==> config.mk <==
export PLATFORM = sky130hd
export DESIGN_NAME = spi_reg_arbiter
export DESIGN_NICKNAME = d
export VERILOG_FILES = /design/src/rtl/spi_reg_pkg.sv /design/src/rtl/rr_arbiter.sv /design/src/rtl/spi_reg_arbiter.sv
export SDC_FILE = /design/constraint.sdc
export NUM_CORES = 1
export LEC_CHECK = 0
export ABC_AREA = 1
export BUFFER_PORTS_ARGS = -buffer_cell sky130_fd_sc_hd__buf_4
export CAP_MARGIN = 30
export CELL_PAD_IN_SITES_DETAIL_PLACEMENT = 0
export CELL_PAD_IN_SITES_GLOBAL_PLACEMENT = 1
export CORE_UTILIZATION = 29
export DETAILED_ROUTE_END_ITERATION = 16
export PLACE_DENSITY_LB_ADDON = 0.2
export SYNTH_ARGS = -nofsm -noshare
export SYNTH_HDL_FRONTEND = slang
export SYNTH_SLANG_ARGS = --single-unit
export TNS_END_PERCENT = 100
==> constraint.sdc <==
create_clock -name sysClk -period 2.5 [get_ports sysClk]
set_input_delay 0.5 -clock sysClk [delete_from_list [all_inputs] [get_ports sysClk]]
set_output_delay 0.5 -clock sysClk [all_outputs]
set_load 0.005 [all_outputs]
==> src/rtl/spi_reg_pkg.sv <==
// rtl/spi_reg_pkg.sv - shared widths and FSM encoding for spi_reg_arbiter
package spi_reg_pkg;

    localparam int DATA_W = 32;
    localparam int ADDR_W = 4;

    typedef enum logic [1:0] {
        IDLE    = 2'd0,
        ACCESS  = 2'd1,
        CAPTURE = 2'd2,
        ACK     = 2'd3
    } state_t;

endpackage

==> src/rtl/rr_arbiter.sv <==
// rtl/rr_arbiter.sv - combinational round-robin pick: first requester after the last grant
module rr_arbiter #(
    parameter int N  = 3,
    parameter int IW = (N > 1) ? $clog2(N) : 1
) (
    input  logic [N-1:0]  req,
    input  logic [IW-1:0] last,
    output logic [N-1:0]  grant,
    output logic [IW-1:0] idx,
    output logic          valid
);

    always_comb begin
        int cand;
        cand  = 0;
        grant = '0;
        idx   = '0;
        valid = 1'b0;
        // Scan starting one past the last winner so the previous grantee comes last.
        for (int off = 1; off <= N; off++) begin
            cand = int'(last) + off;
            if (cand >= N) begin
                cand = cand - N;
            end
            if (!valid && req[cand]) begin
                valid       = 1'b1;
                grant[cand] = 1'b1;
                idx         = IW'(cand);
            end
        end
    end

endmodule

==> src/rtl/spi_reg_arbiter.sv <==
// rtl/spi_reg_arbiter.sv - shares the single-port register bank between SPI and local requesters
module spi_reg_arbiter
    import spi_reg_pkg::*;
#(
    parameter int NR_LOC = 2,
    parameter int NR_RW  = 4,
    parameter int NR_RO  = 12
) (
    input  logic                         sysClk,
    input  logic                         usrReset,
    input  logic [NR_LOC:0]              req,
    input  logic [NR_LOC:0]              we,
    input  logic [ADDR_W*(NR_LOC+1)-1:0] addr,
    input  logic [DATA_W*(NR_LOC+1)-1:0] wdata,
    output logic [NR_LOC:0]              ack,
    output logic                         err,
    output logic [DATA_W-1:0]            rdata,
    output logic [ADDR_W-1:0]            regAddr,
    output logic                         regWe,
    output logic [DATA_W-1:0]            regWdata,
    input  logic [DATA_W-1:0]            regRdata
);

    localparam int NS = NR_LOC + 1;
    localparam int IW = $clog2(NS);
    localparam logic [ADDR_W:0] RW_LIM  = (ADDR_W+1)'(NR_RW);
    localparam logic [ADDR_W:0] TOP_LIM = (ADDR_W+1)'(NR_RW + NR_RO);

    state_t            state_q, state_d;
    logic [IW-1:0]     slot_q, slot_d;
    logic [IW-1:0]     ptr_q, ptr_d;
    logic              we_q, we_d;
    logic [NS-1:0]     ack_d;
    logic              err_d;
    logic [DATA_W-1:0] rdata_d;
    logic [ADDR_W-1:0] regAddr_d;
    logic              regWe_d;
    logic [DATA_W-1:0] regWdata_d;

    logic [NS-1:0]     gnt;
    logic [IW-1:0]     gnt_idx;
    logic              gnt_valid;
    logic              sel_we;
    logic [ADDR_W-1:0] sel_addr;
    logic [DATA_W-1:0] sel_wdata;
    logic              wr_ok;
    logic              in_range;
    logic              reject;

    rr_arbiter #(
        .N  (NS),
        .IW (IW)
    ) u_arb (
        .req   (req),
        .last  (ptr_q),
        .grant (gnt),
        .idx   (gnt_idx),
        .valid (gnt_valid)
    );

    assign sel_we    = |(we & gnt);
    assign sel_addr  = addr[int'(gnt_idx)*ADDR_W +: ADDR_W];
    assign sel_wdata = wdata[int'(gnt_idx)*DATA_W +: DATA_W];

    // regAddr doubles as the latched address for the whole transaction.
    assign wr_ok    = {1'b0, regAddr} < RW_LIM;
    assign in_range = {1'b0, regAddr} < TOP_LIM;
    assign reject   = (we_q && !wr_ok) || !in_range;

    always_comb begin
        state_d    = state_q;
        slot_d     = slot_q;
        ptr_d      = ptr_q;
        we_d       = we_q;
        ack_d      = '0;
        err_d      = 1'b0;
        rdata_d    = rdata;
        regAddr_d  = regAddr;
        regWe_d    = 1'b0;
        regWdata_d = regWdata;
        case (state_q)
            IDLE: begin
                if (gnt_valid) begin
                    slot_d     = gnt_idx;
                    we_d       = sel_we;
                    regAddr_d  = sel_addr;
                    regWdata_d = sel_wdata;
                    regWe_d    = sel_we && ({1'b0, sel_addr} < RW_LIM);
                    state_d    = ACCESS;
                end
            end
            ACCESS: begin
                if (we_q) begin
                    ack_d[slot_q] = 1'b1;
                    err_d         = reject;
                    state_d       = ACK;
                end else begin
                    state_d = CAPTURE;
                end
            end
            CAPTURE: begin
                rdata_d       = in_range ? regRdata : '0;
                ack_d[slot_q] = 1'b1;
                err_d         = reject;
                state_d       = ACK;
            end
            ACK: begin
                ptr_d   = slot_q;
                state_d = IDLE;
            end
            default: state_d = IDLE;
        endcase
    end

    always_ff @(posedge sysClk or posedge usrReset) begin
        if (usrReset) begin
            state_q  <= IDLE;
            slot_q   <= '0;
            ptr_q    <= IW'(NR_LOC);
            we_q     <= 1'b0;
            ack      <= '0;
            err      <= 1'b0;
            rdata    <= '0;
            regAddr  <= '0;
            regWe    <= 1'b0;
            regWdata <= '0;
        end else begin
            state_q  <= state_d;
            slot_q   <= slot_d;
            ptr_q    <= ptr_d;
            we_q     <= we_d;
            ack      <= ack_d;
            err      <= err_d;
            rdata    <= rdata_d;
            regAddr  <= regAddr_d;
            regWe    <= regWe_d;
            regWdata <= regWdata_d;
        end
    end

endmodule

Word level (Yosys, flattened, before mapping)
Index checks and enable logic that the tools add are counted.
- bits in registers: 80
- output and inout port bits: 73
- add/sub/neg operators: 6
- $lt $le $gt $ge: 13
- equal/unequal tests: 4
- shifts and indexed selects: 2
- muxes and demuxes: 38
- bitwise gates (word level): 3
- reduce and logical (&&, ||, !) cells: 14
- operator list (operator ; number):
    greater-or-equal comparator 32 x 1 -> 1 bit, second input constant ; 3
    greater-or-equal comparator 32 x 3 -> 1 bit, second input constant ; 3
    < comparator 32 x 4 -> 1 bit, second input constant ; 3
    two-way mux 32 bit ; 3
    indexed part select 96 x 8 -> 32 bit ; 1
    subtractor 32 x 3 -> 32 bit, second input constant ; 3
    two-way mux 1 bit ; 17
    two-way mux 3 bit ; 4
    indexed part select 12 x 5 -> 4 bit ; 1
    demux 1 bit (select 2 bit) ; 4
    logical AND 1 bit ; 8
    < comparator 4 x 3 -> 1 bit, second input constant ; 2
    two-way mux 2 bit ; 4
    case mux 2 bit (4 select lines) ; 1
    adder 2 x 2 -> 3 bit, second input constant ; 2
    binary-select mux 1 bit (select 2 bit) ; 3
    OR 3 bit ; 2
    case mux 3 bit (2 select lines) ; 1
    equality test 2 bit, second input constant ; 2
    adder 2 x 1 -> 3 bit, second input constant ; 1
    bitwise AND 3 bit ; 1
    zero test 1 bit ; 3
    < comparator 2 x 3 -> 1 bit, second input constant ; 1
    OR reduction 3 bit ; 1
    6 further kinds ; 6

Longest topological paths before layout
- word-level depth: 18
- depth in mapped cells: 17
- gate-level depth less buffers: 16

Modules after synthesis
Synthesis repeated with hierarchy kept, for this count alone.
- cells, all modules: 537
- area, all modules: 4409.2 um^2
- by module, submodules not included (module ; instances ; cells an instance ; area each (um^2)):
    spi_reg_arbiter ; 1 ; 472 ; 4042.6
    rr_arbiter ; 1 ; 65 ; 366.6

Least setup slack after synthesis
No wires, ideal clock.
- path kind: register to register
- start: register ptr_q[1]
- end: register regWdata[0]
- arrival time: 2071 ps
- required time: 2376 ps
- path slack: 305 ps
- stages on the path, launching flop included: 17
- path buffers: 2
- clock period less this slack: 2195 ps
- cells stage by stage: dfstp_2 inv_1 ha_1 buf_6 nor2_1 nor2_2 nand2_2 nand2_2 nor2_4 nand2_2 nand2_8 inv_6 buf_6 nand2_1 nand2_1 nand3_1 nand3_1
- longest elaborated chain between the ends: 14
- elaborated cells between the ends (all ways): 33
- classes of those cells: add/sub (6); order compare (3); shift (1); mux (18); reduce/logical (5)
- RTL lines (element ; line ; RTL):
    from (decl) ; spi_reg_arbiter.sv:31 ; logic [IW-1:0] ptr_q, ptr_d;
    from (signal assigned) ; spi_reg_arbiter.sv:119 ; ptr_q <= IW'(NR_LOC);
    from (signal assigned) ; spi_reg_arbiter.sv:130 ; ptr_q <= ptr_d;
    adder 2 x 1 -> 3 bit ; rr_arbiter.sv:21 ; cand = int'(last) + off;
    subtractor 32 x 3 -> 32 bit or greater-or-equal comparator 32 x 3 -> 1 bit (tied branches) ; rr_arbiter.sv:23, rr_arbiter.sv:22 ;
    two-way mux 32 bit ; rr_arbiter.sv:22 ; if (cand >= N) begin
    binary-select mux 1 bit (select 2 bit) ; rr_arbiter.sv:25 ; if (!valid && req[cand]) begin
    two-way mux 1 bit (implied by the code) (2 in a row) ; rr_arbiter.sv:25 ;
    two-way mux 1 bit ; rr_arbiter.sv:25 ;
    zero test 1 bit ; rr_arbiter.sv:25 ;
    logical AND 1 bit ; rr_arbiter.sv:25 ;
    two-way mux 1 bit ; rr_arbiter.sv:25 ;
    zero test 1 bit ; rr_arbiter.sv:25 ;
    logical AND 1 bit ; rr_arbiter.sv:25 ;
    two-way mux 2 bit or two-way mux 1 bit (tied branches) ; rr_arbiter.sv:25 ;
    indexed part select 96 x 8 -> 32 bit or AND reduction 2 bit (tied branches) ; - ;
    to (signal assigned) ; spi_reg_arbiter.sv:137 ; regWdata <= regWdata_d;
    to (decl) ; spi_reg_arbiter.sv:20 ; output logic [DATA_W-1:0] regWdata,
Several ways; a longest one is shown, not always the timed one. The select of a mux whose other input is x is not followed.
A chain may end at the register's enable or synchronous reset.

Final worst setup path
- start: register ptr_q[1]
- end: register regWdata[24]
Same word-level chain as after synthesis.

==> impl_results.md <==
- Outcome: completed
- Layout cells sized above 1: 0.4411
- Number of clock sinks: 80
- Multiplexer area fraction after synthesis: 0.08304
- Number of instances in the synthesized netlist: 503
- Post-synthesis net count: 662
- Reg-to-reg slack, setup: 0.17 ns
- Utilization after layout: 0.4469
- Total Die Area: 15460 µm²
- Post-synthesis adder-cell area fraction: 0.03172
- Crit share post-route: 0.9316
- Buffer levels on the longest clock path: 2
- # Post-CTS Setup Buffers: 0
- Cell area power density: 1381 nW/µm²
- Most frequent CP cell: sky130_fd_sc_hd__nand2_1
- Nature of the critical path endpoint: flop
- Resized Gates After CTS: 0
- CTS Root Buffer Type: sky130_fd_sc_hd__clkbuf_16
- Dominant combinational cell family by area after synthesis: simple AND/OR/NAND/NOR gates
- DR DRC count: 0
- Combinational cell fraction of total power: 0.601
- Area taken by flip-flops and latches: 2003 µm²
- Number of design-rule violations left by the first detailed-router iteration: 127
- XOR/XNOR share of the synthesized area: 0
- Type of the setup path with the least slack: reg2reg
- Number of distinct standard cells referenced by the synthesized netlist: 33
- Via density per instance: 4.512
- Via count of the first global-routing pass: 4277
- TNS Setup: 0 ns
- Drt wl/cell: 13.65 µm
- IO buf count: 220
- Sw Ratio: 0.4277
- Layout overhead on the synthesized area: 50.26%
- Y dimension of the die: 124.3 µm
- Antenna violations before repair: 0
- Count of standard-cell rows: 44
- Simple-gate share of the synthesized area: 0.2431
- CTS H-Tree Depth: 3
- Max-capacitance violation count: 0
- Hold violation count in the final report: 0
- CTS clk-pin slew, worst paths: 0.07 ns
- Final hold slack: 0.3020 ns
- Min-Delay Path Class: in2async
- Number of buffers inserted during clock tree synthesis: 9
- Final RePlAce weighted congestion: 0.7931
- Fraction of the mapped netlist area in compound gates: 0.1001
- Die Wd: 124.3 µm
- Grt ovf: 0
- Area of combinational cells with multiple inputs: 2002 µm²
- Part of the power in the clock network: 0.140
- Fraction of power consumed by sequential logic: 0.259
- Cell class contributing the biggest share of worst-path delay: simple AND/OR/NAND/NOR gates
- Static Leak: 3.351 nW
- Number of detailed-routing iterations run before antenna repair: 4
- Critical path required time: 2.75 ns
- Worst setup SP type: flop
- CTS Hold Buffers Added: 0
- Critical Path Slowest Stage Cell: sky130_fd_sc_hd__dfstp_2
- Buf+Inv Stages, Crit Path: 4
- I/O Pins: 221
- Slew @ Worst Pin: 0.7880 ns
- Total Routing Usage GR: 0.1646
- Number of register bits inferred by synthesis: 80
- Critical path fanouts, max: 24
- Worst-skew pair later-pin latency: 0.33 ns
- CTS tree: yes
- Global-route wire length before repair: 20630 µm
- Setup-failing EPs final: 0
- Detailed-route via count: 4124
- # nets final: 884
- Part of the Yosys area used for sequential elements: 0.4616
- Highest clock rate: 429.4 MHz
- Cell depth of the worst setup path: 14
- Clock period minus worst slack: 2.329 ns
- Number of fill cells in the layout: 1504
- Worst-case reg-to-reg path depth: 14
- Total inserted antenna cells: 0
- Residual antenna-violating net count after detailed routing: 0
- WL final: 12480 µm
- Max-slew headroom: 0.4736
- Internal power summed over all cells: 5.153 mW
- Setup repair after global routing missed its margin: false
- Net Sw Power: 3.850 mW
- Largest vdd supply drop: 568.6 µV
- Floorplan core area: 14590 µm²
- Fin Clk Skew: 0.006833 ns
- Placed wire-length estimate after detailed placement: 9484 µm
- Effective utilization at floorplan: 0.2974
- YS warnings: 0
- Worst path arrival time: 2.58 ns
- Largest stage delay, worst path: 0.55 ns
- Post-synthesis instance area: 4339 µm²
- Final Max Slew Viols: 0
- Pin count of the biggest net entering global routing: 39
- Post-synthesis area per instance: 8.627 µm²
- Worst path cell trace: inv_1 -> buf_4 -> ha_1 -> inv_1 -> nand3_2 -> nand2_2 -> nand2_1 -> nor2_4 -> nand2_1 -> nand2_4 -> nand2_2 -> inv_4 -> nand2_1 -> o211ai_1
==> path summary, 6_finish.rpt <==
path,from,to
worst max register to register,ptr_q[1],regWdata[24]
worst min-delay path,usrReset,rdata[30]
worst min register to register,slot_q[1],ack[1]
min in group sysClk,wdata[71],regWdata[7]
worst max-delay path,ptr_q[1],regWdata[24]
max in group asynchronous,usrReset,regWdata[8]
==> worst reg2reg max path, delay by kind of cell (launching register included) <==
kind / cells / cell delay [ns]
compound gates: 1 / 0.10
fa+ha+maj: 1 / 0.21
buf+inv: 4 / 0.56
flops: 1 / 0.55
simple gates: 8 / 0.83
==> registers in the layout (all words and copies together), names as in the netlist <==
register / flops
ack: 3
regWdata: 32
rdata: 32
regWe: 1
slot_q: 2
we_q: 1
err: 1
state_q: 2
ptr_q: 2
regAddr: 4
==> area by class of cell <==
class	count	area share
multi-input cells	358	0.3070
clock inverters	7	0.009211
well taps	184	0.03531
repair buffers	233	0.2798
clock buffers	9	0.03454
flip-flops and latches	80	0.3072
inverters	43	0.02687
==> synthesized netlist by cell type, drive strengths merged <==
cell    instances  area [µm²]
mux2           32       360.4
a21oi          21       131.4
a31oi           1       6.260
nand3          17       90.09
buf            19       166.4
o21ai          16       80.07
o211ai         21       207.7
nand2         193       768.2
dfstp           1       26.28
a311oi          1       8.760
nor2           41       171.4
ha             11       137.6
nand4           1       6.260
clkbuf          3       11.26
inv            43       171.4
nor4            3       18.77
dfrtp          79        1977
==> routing by layer <==
| layer | vias to the layer above | global-route usage | wire length (µm) |
|---|---|---|---|
| met5 | - | 0 | 0 |
| li1 | 2050 | - | - |
| met2 | 150 | 0.2766 | 5989 |
| met3 | 17 | 0.03522 | 749 |
| met4 | 0 | 0.06237 | 253 |
| met1 | 1907 | 0.2059 | 5481 |
==> power by group through the flow <==
| stage | Sequential (mW) | Clock (mW) | Combinational [mW] |
|---|---|---|---|
| 5_1_grt | 2.43 | 1.35 | 6.03 |
| 3_5_place_dp | 2.35 | 0 | 5.49 |
| 2_1_floorplan | 2.36 | 0 | 3.55 |
| 6_report | 2.33 | 1.26 | 5.41 |
| 3_3_place_gp | 2.34 | 0 | 5.40 |
| 4_1_cts | 2.34 | 1.30 | 5.50 |
==> stage by stage <==
step | power (mW) | cell area [µm²] | instances | setup slack (ns)
after floorplan | 5.903 | 4343 | 503 | 0.3048
after global placement | 7.737 | 6220 | 898 | 0.1183
after detailed placement | 7.840 | 6220 | 898 | 0.08006
after CTS | 9.138 | 6505 | 914 | 0.05560
after global routing | 9.816 | 6520 | 914 | 0.005460
final | 9.003 | 6520 | 914 | 0.1709
==> layout by cell type (no fill, tap or decap), drive strengths merged <==
| cell | n |
|---|---|
| o21ai | 16 |
| nor4 | 3 |
| a311oi | 1 |
| nand2 | 193 |
| nor2 | 41 |
| ha | 11 |
| dfrtp | 79 |
| o211ai | 21 |
| a31oi | 1 |
| inv | 46 |
| clkinvlp | 2 |
| clkinv | 2 |
| nand3 | 17 |
| nand4 | 1 |
| dfstp | 1 |
| mux2 | 32 |
| clkbuf | 9 |
| a21oi | 21 |
| buf | 233 |
==> logic make-up after synthesis <==
kind of cell	Yosys count
compound gates	60
fa+ha+maj	11
buf+inv	65
flops	80
mux	32
simple gates	255
No activity file was read; power rests on OpenSTA's default activity.
